==> config.mk <==
export PLATFORM = sky130hd
export DESIGN_NAME = std_bit_scan_encoder
export DESIGN_NICKNAME = d
export VERILOG_FILES = /design/src/rtl/std_bit_scan_encoder.sv
export SDC_FILE = /design/constraint.sdc
export NUM_CORES = 1
export LEC_CHECK = 0
export BUFFER_PORTS_ARGS = -buffer_cell sky130_fd_sc_hd__buf_2
export CAP_MARGIN = 5
export CORE_ASPECT_RATIO = 1.4
export CORE_MARGIN = 2
export CORE_UTILIZATION = 45
export CTS_CLUSTER_SIZE = 8
export DETAILED_ROUTE_END_ITERATION = 10
export PLACE_DENSITY_LB_ADDON = 0.25
export SYNTH_ARGS = -nofsm -noshare
export SYNTH_HDL_FRONTEND = slang
export SYNTH_SLANG_ARGS = --single-unit
export TNS_END_PERCENT = 10
==> constraint.sdc <==
create_clock -name i_clk -period 5.25 [get_ports i_clk]
set_input_delay 1.05 -clock i_clk [delete_from_list [all_inputs] [get_ports i_clk]]
set_output_delay 1.05 -clock i_clk [all_outputs]
set_load 0.05 [all_outputs]
==> src/rtl/std_bit_scan_encoder.sv <==
// Multi-hit unary-to-binary encoder: serialises every set bit of a vector as one index beat.
// Optional STD_BIT_SCAN_ENCODER_COUNT_EN adds o_count (beats remaining, incl. current).
module std_bit_scan_encoder #(
    parameter int UNARY_WIDTH = 256,
    parameter int BIN_WIDTH   = $clog2(UNARY_WIDTH),
    parameter bit LSB_FIRST   = 1'b1
) (
    input  logic                   i_clk,
    input  logic                   i_rst_n,
    input  logic                   i_valid,
    output logic                   o_ready,
    input  logic [UNARY_WIDTH-1:0] i_unary,
    output logic                   o_valid,
    input  logic                   i_ready,
    output logic [BIN_WIDTH-1:0]   o_bin,
    output logic                   o_last,
    output logic                   o_zero
`ifdef STD_BIT_SCAN_ENCODER_COUNT_EN
    ,
    output logic [BIN_WIDTH:0]     o_count
`endif
);

    typedef enum logic {
        IDLE,
        SCAN
    } state_t;

    localparam logic [UNARY_WIDTH-1:0] PEND_ONE = UNARY_WIDTH'(1);

    state_t                 state;
    logic [UNARY_WIDTH-1:0] pend;
    logic [UNARY_WIDTH-1:0] clr_mask;
    logic                   zflag;
    logic [BIN_WIDTH-1:0]   hit_idx;
    logic                   single;
    logic                   accept;
    logic                   beat;

    // Later loop iterations win, so the scan direction picks lowest or highest.
    always_comb begin
        hit_idx = '0;
        if (LSB_FIRST) begin
            for (int i = UNARY_WIDTH - 1; i >= 0; i--) begin
                if (pend[i]) hit_idx = BIN_WIDTH'(i);
            end
        end else begin
            for (int i = 0; i < UNARY_WIDTH; i++) begin
                if (pend[i]) hit_idx = BIN_WIDTH'(i);
            end
        end
    end

    always_comb begin
        clr_mask          = '0;
        clr_mask[hit_idx] = 1'b1;
    end

    assign single  = ((pend & (pend - PEND_ONE)) == '0);
    assign o_valid = (state == SCAN);
    assign o_bin   = o_valid ? hit_idx : '0;
    assign o_last  = o_valid & single;
    assign o_zero  = o_valid & zflag;
    assign beat    = o_valid & i_ready;
    assign o_ready = (state == IDLE) | (beat & o_last);
    assign accept  = i_valid & o_ready;

    always_ff @(posedge i_clk) begin
        if (!i_rst_n) begin
            state <= IDLE;
            pend  <= '0;
            zflag <= 1'b0;
        end else if (accept) begin
            state <= SCAN;
            pend  <= i_unary;
            zflag <= (i_unary == '0);
        end else if (beat) begin
            pend <= pend & ~clr_mask;
            if (o_last) begin
                state <= IDLE;
                zflag <= 1'b0;
            end
        end
    end

`ifdef STD_BIT_SCAN_ENCODER_COUNT_EN
    localparam logic [BIN_WIDTH:0] CNT_ONE = (BIN_WIDTH + 1)'(1);

    logic [BIN_WIDTH:0] cnt;
    logic [BIN_WIDTH:0] pop;

    always_comb begin
        pop = '0;
        for (int i = 0; i < UNARY_WIDTH; i++) begin
            pop = pop + (BIN_WIDTH + 1)'(i_unary[i]);
        end
    end

    // Loaded at accept so the output path never sees the popcount adder.
    always_ff @(posedge i_clk) begin
        if (!i_rst_n) begin
            cnt <= '0;
        end else if (accept) begin
            cnt <= pop;
        end else if (beat && cnt != '0) begin
            cnt <= cnt - CNT_ONE;
        end
    end

    assign o_count = o_valid ? cnt : '0;
`endif

endmodule
==> results of run 1 <==
through the flow:
step | util | TNS, ns
after global placement | 0.626 | -105.06
after floorplan | - | 0
after CTS | 0.657 | -6.71
after detailed placement | 0.626 | -116.61
Yosys cell counts (21+ instances only):
library cell | number | area [um2]
nor4_1 | 202 | 1260
inv_1 | 89 | 334
clkbuf_1 | 159 | 597
nand2_1 | 278 | 1040
o21ai_0 | 146 | 731
nor3_1 | 99 | 495
a221o_1 | 24 | 240
o31ai_1 | 87 | 653
o41ai_1 | 32 | 280
or4_1 | 58 | 435
a32o_1 | 115 | 1150
a21oi_1 | 83 | 415
o2bb2ai_1 | 72 | 631
nor2_1 | 180 | 676
buf_2 | 25 | 125
nand3_1 | 105 | 526
and2_1 | 21 | 131
dfxtp_1 | 258 | 5160
nand4_1 | 100 | 626
per-layer routing:
layer,overflow,track usage
met5,0,0.0324
met2,1,0.901
met3,0,0.349
met1,0,0.603
met4,3,0.680
logic make-up after synthesis:
family / count (synthesis) / synth area share
AO/OA/AOI/OAI: 793 / 0.326
buffers and inverters: 303 / 0.0659
flip-flops: 258 / 0.272
adder cells (fa/ha/maj): 2 / 0.00105
AND/OR/NAND/NOR: 1180 / 0.331
multiplexers: 8 / 0.00422
timing repair:
item	CTS
pin swaps	6
endpoints found under the setup margin	258
setup buffers	4
gates resized for setup	45
cloned	1
hold buffers	0
==> results.md, run 1 <==
* Grt total ovfl at 4
* Max H-tree Level at 2
* Io pins at 272
* Port Buffer Count at 271
* First-pass GRT wire length at 200000 um
* Largest net degree at the start of global routing at 52
* Status: aborted with a tool error
* Unique masters post-synth at 83
* Number of global-route vias before repair at 30800
* Sequential area share after synthesis at 0.272
* Async S/R FF share, synth at 0
* GRT Total Usage at 0.629
* Total clock sinks at 258
* Post-synth net total at 2804
* Num CTS Buffers at 38
* EDFF count, synth at 0
* Die Ht at 247 um
* Yosys reg bits at 258
* Fail Step: 5_1_grt
* Top_reg_cell synth: dfxtp_1
* Dpl cell area at 26200 um2
* Root buffer cell: clkbuf_16
* Inst Count DP at 3918
* Placer Congestion at 1.18
* Bufs on Longest Clock Path at 3
* Syn avg cell area at 7.46 um2
* Post-DP HPWL at 107000 um
* Ys Warns at 0
* Cell count after synthesis at 2544
* Worst slack at placement at -0.756 ns
* Mapped Area at 19000 um2
* Log Error: [ERROR GRT-0116] Global routing finished with congestion. Check the congestion regions in the DRC Viewer.
* Initial Utilization at 0.453
* FP Rows at 89
* Die extent in x at 178 um
==> inputs of run 2 (changes only) <==
CORE_ASPECT_RATIO = unset   (was 1.4)
CORE_UTILIZATION = 30   (was 45)
CTS_CLUSTER_SIZE = unset   (was 8)
PLACE_DENSITY_LB_ADDON = 0.15   (was 0.25)
clock period = 6.8 ns   (was 5.25 ns; I/O delays follow)
==> run 2 against run 1 <==
  * The flow now finishes, with violations (setup timing)
  * Synthesized area is the same
  * Synthesized cell count is the same
==> results.md, run 2 <==
* Sequential area share after synthesis at 0.272
* Post-route design area at 24500 um2
* Initial Utilization at 0.302
* Post-synthesis mux area share at 0.00422
* Port Buffer Count at 271
* Via/cell ratio at 6.75
* Maxcap violations at 0
* Async S/R FF share, synth at 0
* Post-route ant nets at 0
* Register Area at 5170 um2
* Max reg flops at 256
* Minimum clock period after layout at 6.82 ns
* CP Launch Type: flop
* Clock slew at reported path FFs at 0.07 ns
* Worst endpoint required time at 5.44 ns
* Layout Nets at 3213
* Dpl cell area at 23100 um2
* Max Clk Rate at 147 MHz
* Die extent in x at 256 um
* Comb pwr share at 0.388
* Post-synth net total at 2804
* Leading cell types by count after synthesis: nand2_1 (278), dfxtp_1 (258), nor4_1 (202), nor2_1 (180), clkbuf_1 (159)
* P per Cell Area at 251 nW/um2
* Top_reg_cell synth: dfxtp_1
* Clock skew after layout at 0.0317 ns
* Ys Warns at 0
* First-pass GRT wire length at 194000 um
* Worst min-delay path class: reg -> reg
* Seq pwr share at 0.298
* Failing checks: setup timing
* Root buffer cell: clkbuf_16
* P_leak at 8.88 nW
* Leading area contributor after synthesis: dfxtp_1
* WL/cell at 37.0 um
* Largest Register: pend
* Post-DP HPWL at 111000 um
* Cts hold-fix bufs at 0
* Clk_lat worst skew at 0.58 ns
* FP Rows at 92
* DRT Pass-1 Iters at 6
* Critical path peak fanout at 8
* Layout area overhead at 29.1%
* Post-Synth Simple-Gate Area at 0.331
* Synth Area in Adders at 0.00105
* Syn avg cell area at 7.46 um2
* Final period util at 1.00
* Slew Limit Fails at 0
* Final WL at 142000 um
* Status: finished, violations left
* Power share of the clock group at 0.314
* Num CTS Buffers at 35
* TritonCTS clock tree: built
* Core Box Area at 62900 um2
* Mapped Area at 19000 um2
* XOR/XNOR Fraction of Synth Area at 0
* # fillers at 6750
* Synth Area in Compound Gates at 0.326
* DRT iter0 DRCs at 3172
* Relative slew slack at 0.134
* Sw power at 0.00263 W
* CP arrival at 5.46 ns
* Cell Count, Final, Fillers Out at 3825
* Most common cell in the netlist: nand2_1
* EDFF count, synth at 0
* Vias at 25800
* Number of global-route vias before repair at 24500
* Synth area leaders: dfxtp_1 (27%), nor4_1 (6.7%), a32o_1 (6.1%)
* Bufs on Longest Clock Path at 3
* Total clock sinks at 258
* Layout cell share with drive strength beyond 1 at 0.258
* Io pins at 272
* Cell count after synthesis at 2544
* Switch share at 0.427
* Multi-input gate area at 12900 um2
* Yosys reg bits at 258
* # DRC at 0
* Inst Count DP at 3761
* Most common cell after layout, fill and taps aside: buf_4
* Final setup viols at 1
* Grt total ovfl at 0
* Die Ht at 256 um
* Initial antenna violation count at 11
* Largest family of logic cells by synthesized area: simple AND/OR/NAND/NOR gates
* Hold Vio Cnt, Final at 0
* VDD IR max at 179 uV
* Final worst slack at -0.0154 ns
* Max H-tree Level at 2
* Most frequent cells in the layout: buf_4 (306), nand2_1 (276), buf_2 (269), dfxtp_1 (256), nor4_1 (188)
* Slew of the pin with the lowest slew margin at 1.29 ns
* Synth top area share at 0.272
* Endpoint type of the worst setup path: primary output
* Internal power at 0.00353 W
* Unique masters post-synth at 83
* Largest net degree at the start of global routing at 112
* Placer Congestion at 1.04
* GRT Total Usage at 0.414
* Setup CP Type: reg -> out
* Die area at 65300 um2
[run 2: critical path, cell delays in order (launching register included)]
cell      delay [ns]
dfxtp_1         0.39
or4_4           0.56
buf_4           0.19
nor4_2          0.36
nand3_1         0.26
buf_4           0.24
o32ai_1         0.85
o211ai_1        0.33
a211oi_1        0.36
buf_4           0.18
nand4b_1        0.15
nor4_4          0.30
buf_4           0.18
a41oi_2         0.17
inv_2           0.18
buf_8           0.17
[run 2: layer usage]
| metal | vias to the layer above | GRT usage | part of all wire |
|---|---|---|---|
| met2 | 1601 | 0.656 | 0.44 |
| met3 | 391 | 0.0867 | 0.094 |
| met1 | 12800 | 0.517 | 0.39 |
| met5 | - | 0 | 0.00058 |
| met4 | 12 | 0.244 | 0.071 |
| li1 | 11000 | - | - |
[run 2: metrics by stage]
stage / setup TNS [ns] / power (W) / utilization / worst slack, ns / hold slack (ns)
floorplan: 0 / 0.00282 / - / 0.978 / 0.445
global placement: -0.331 / 0.00413 / 0.367 / -0.277 / 0.460
detailed placement: -0.436 / 0.00411 / 0.367 / -0.318 / 0.468
CTS: 0 / 0.00604 / 0.387 / 0.000602 / 0.483
global route: -0.0153 / 0.00628 / 0.390 / -0.0153 / 0.548
finish: -0.0154 / 0.00615 / 0.390 / -0.0154 / 0.499
[run 2: path summary, 6_finish.rpt]
kind | start | end | slack (ns) | cells after the start
max | pend[26] | o_ready | -0.02 | 15
min | zflag | zflag | 0.50 | 2
max reg2reg | pend[26] | pend[175] | 0.93 | 17
min reg2reg | zflag | zflag | 0.50 | 2
[run 2: power groups by stage]
stage,combinational [W],clock (W),sequential (W)
floorplan,0.00108,0,0.00174
global placement,0.00229,0,0.00184
detailed placement,0.00226,0,0.00185
CTS,0.00228,0.00194,0.00181
global route,0.00244,0.00201,0.00184
finish,0.00239,0.00193,0.00183
[run 2: cell type report]
type | instances | share of cell area
Timing Repair Buffer | 585 | 0.156
Clock buffer | 51 | 0.0428
Tap cell | 846 | 0.0432
Clock inverter | 11 | 0.00429
Sequential cell | 258 | 0.211
Antenna cell | 1 | 0.000102
Multi-Input combinational cell | 1983 | 0.529
Inverter | 90 | 0.0138
[run 2: what timing repair did]
item | in CTS | in global routing
setup buffers | 0 | 1
setup endpoints to repair | 2 | 2
resized for setup | 22 | 29
pin swaps | 1 | 8
[run 2: cell families after synthesis]
| family | count (synthesis) |
|---|---|
| buffers and inverters | 303 |
| flip-flops | 258 |
| multiplexers | 8 |
| AO/OA/AOI/OAI | 793 |
| AND/OR/NAND/NOR | 1180 |
| adder cells (fa/ha/maj) | 2 |
No activity file was read; power rests on OpenSTA's default activity.
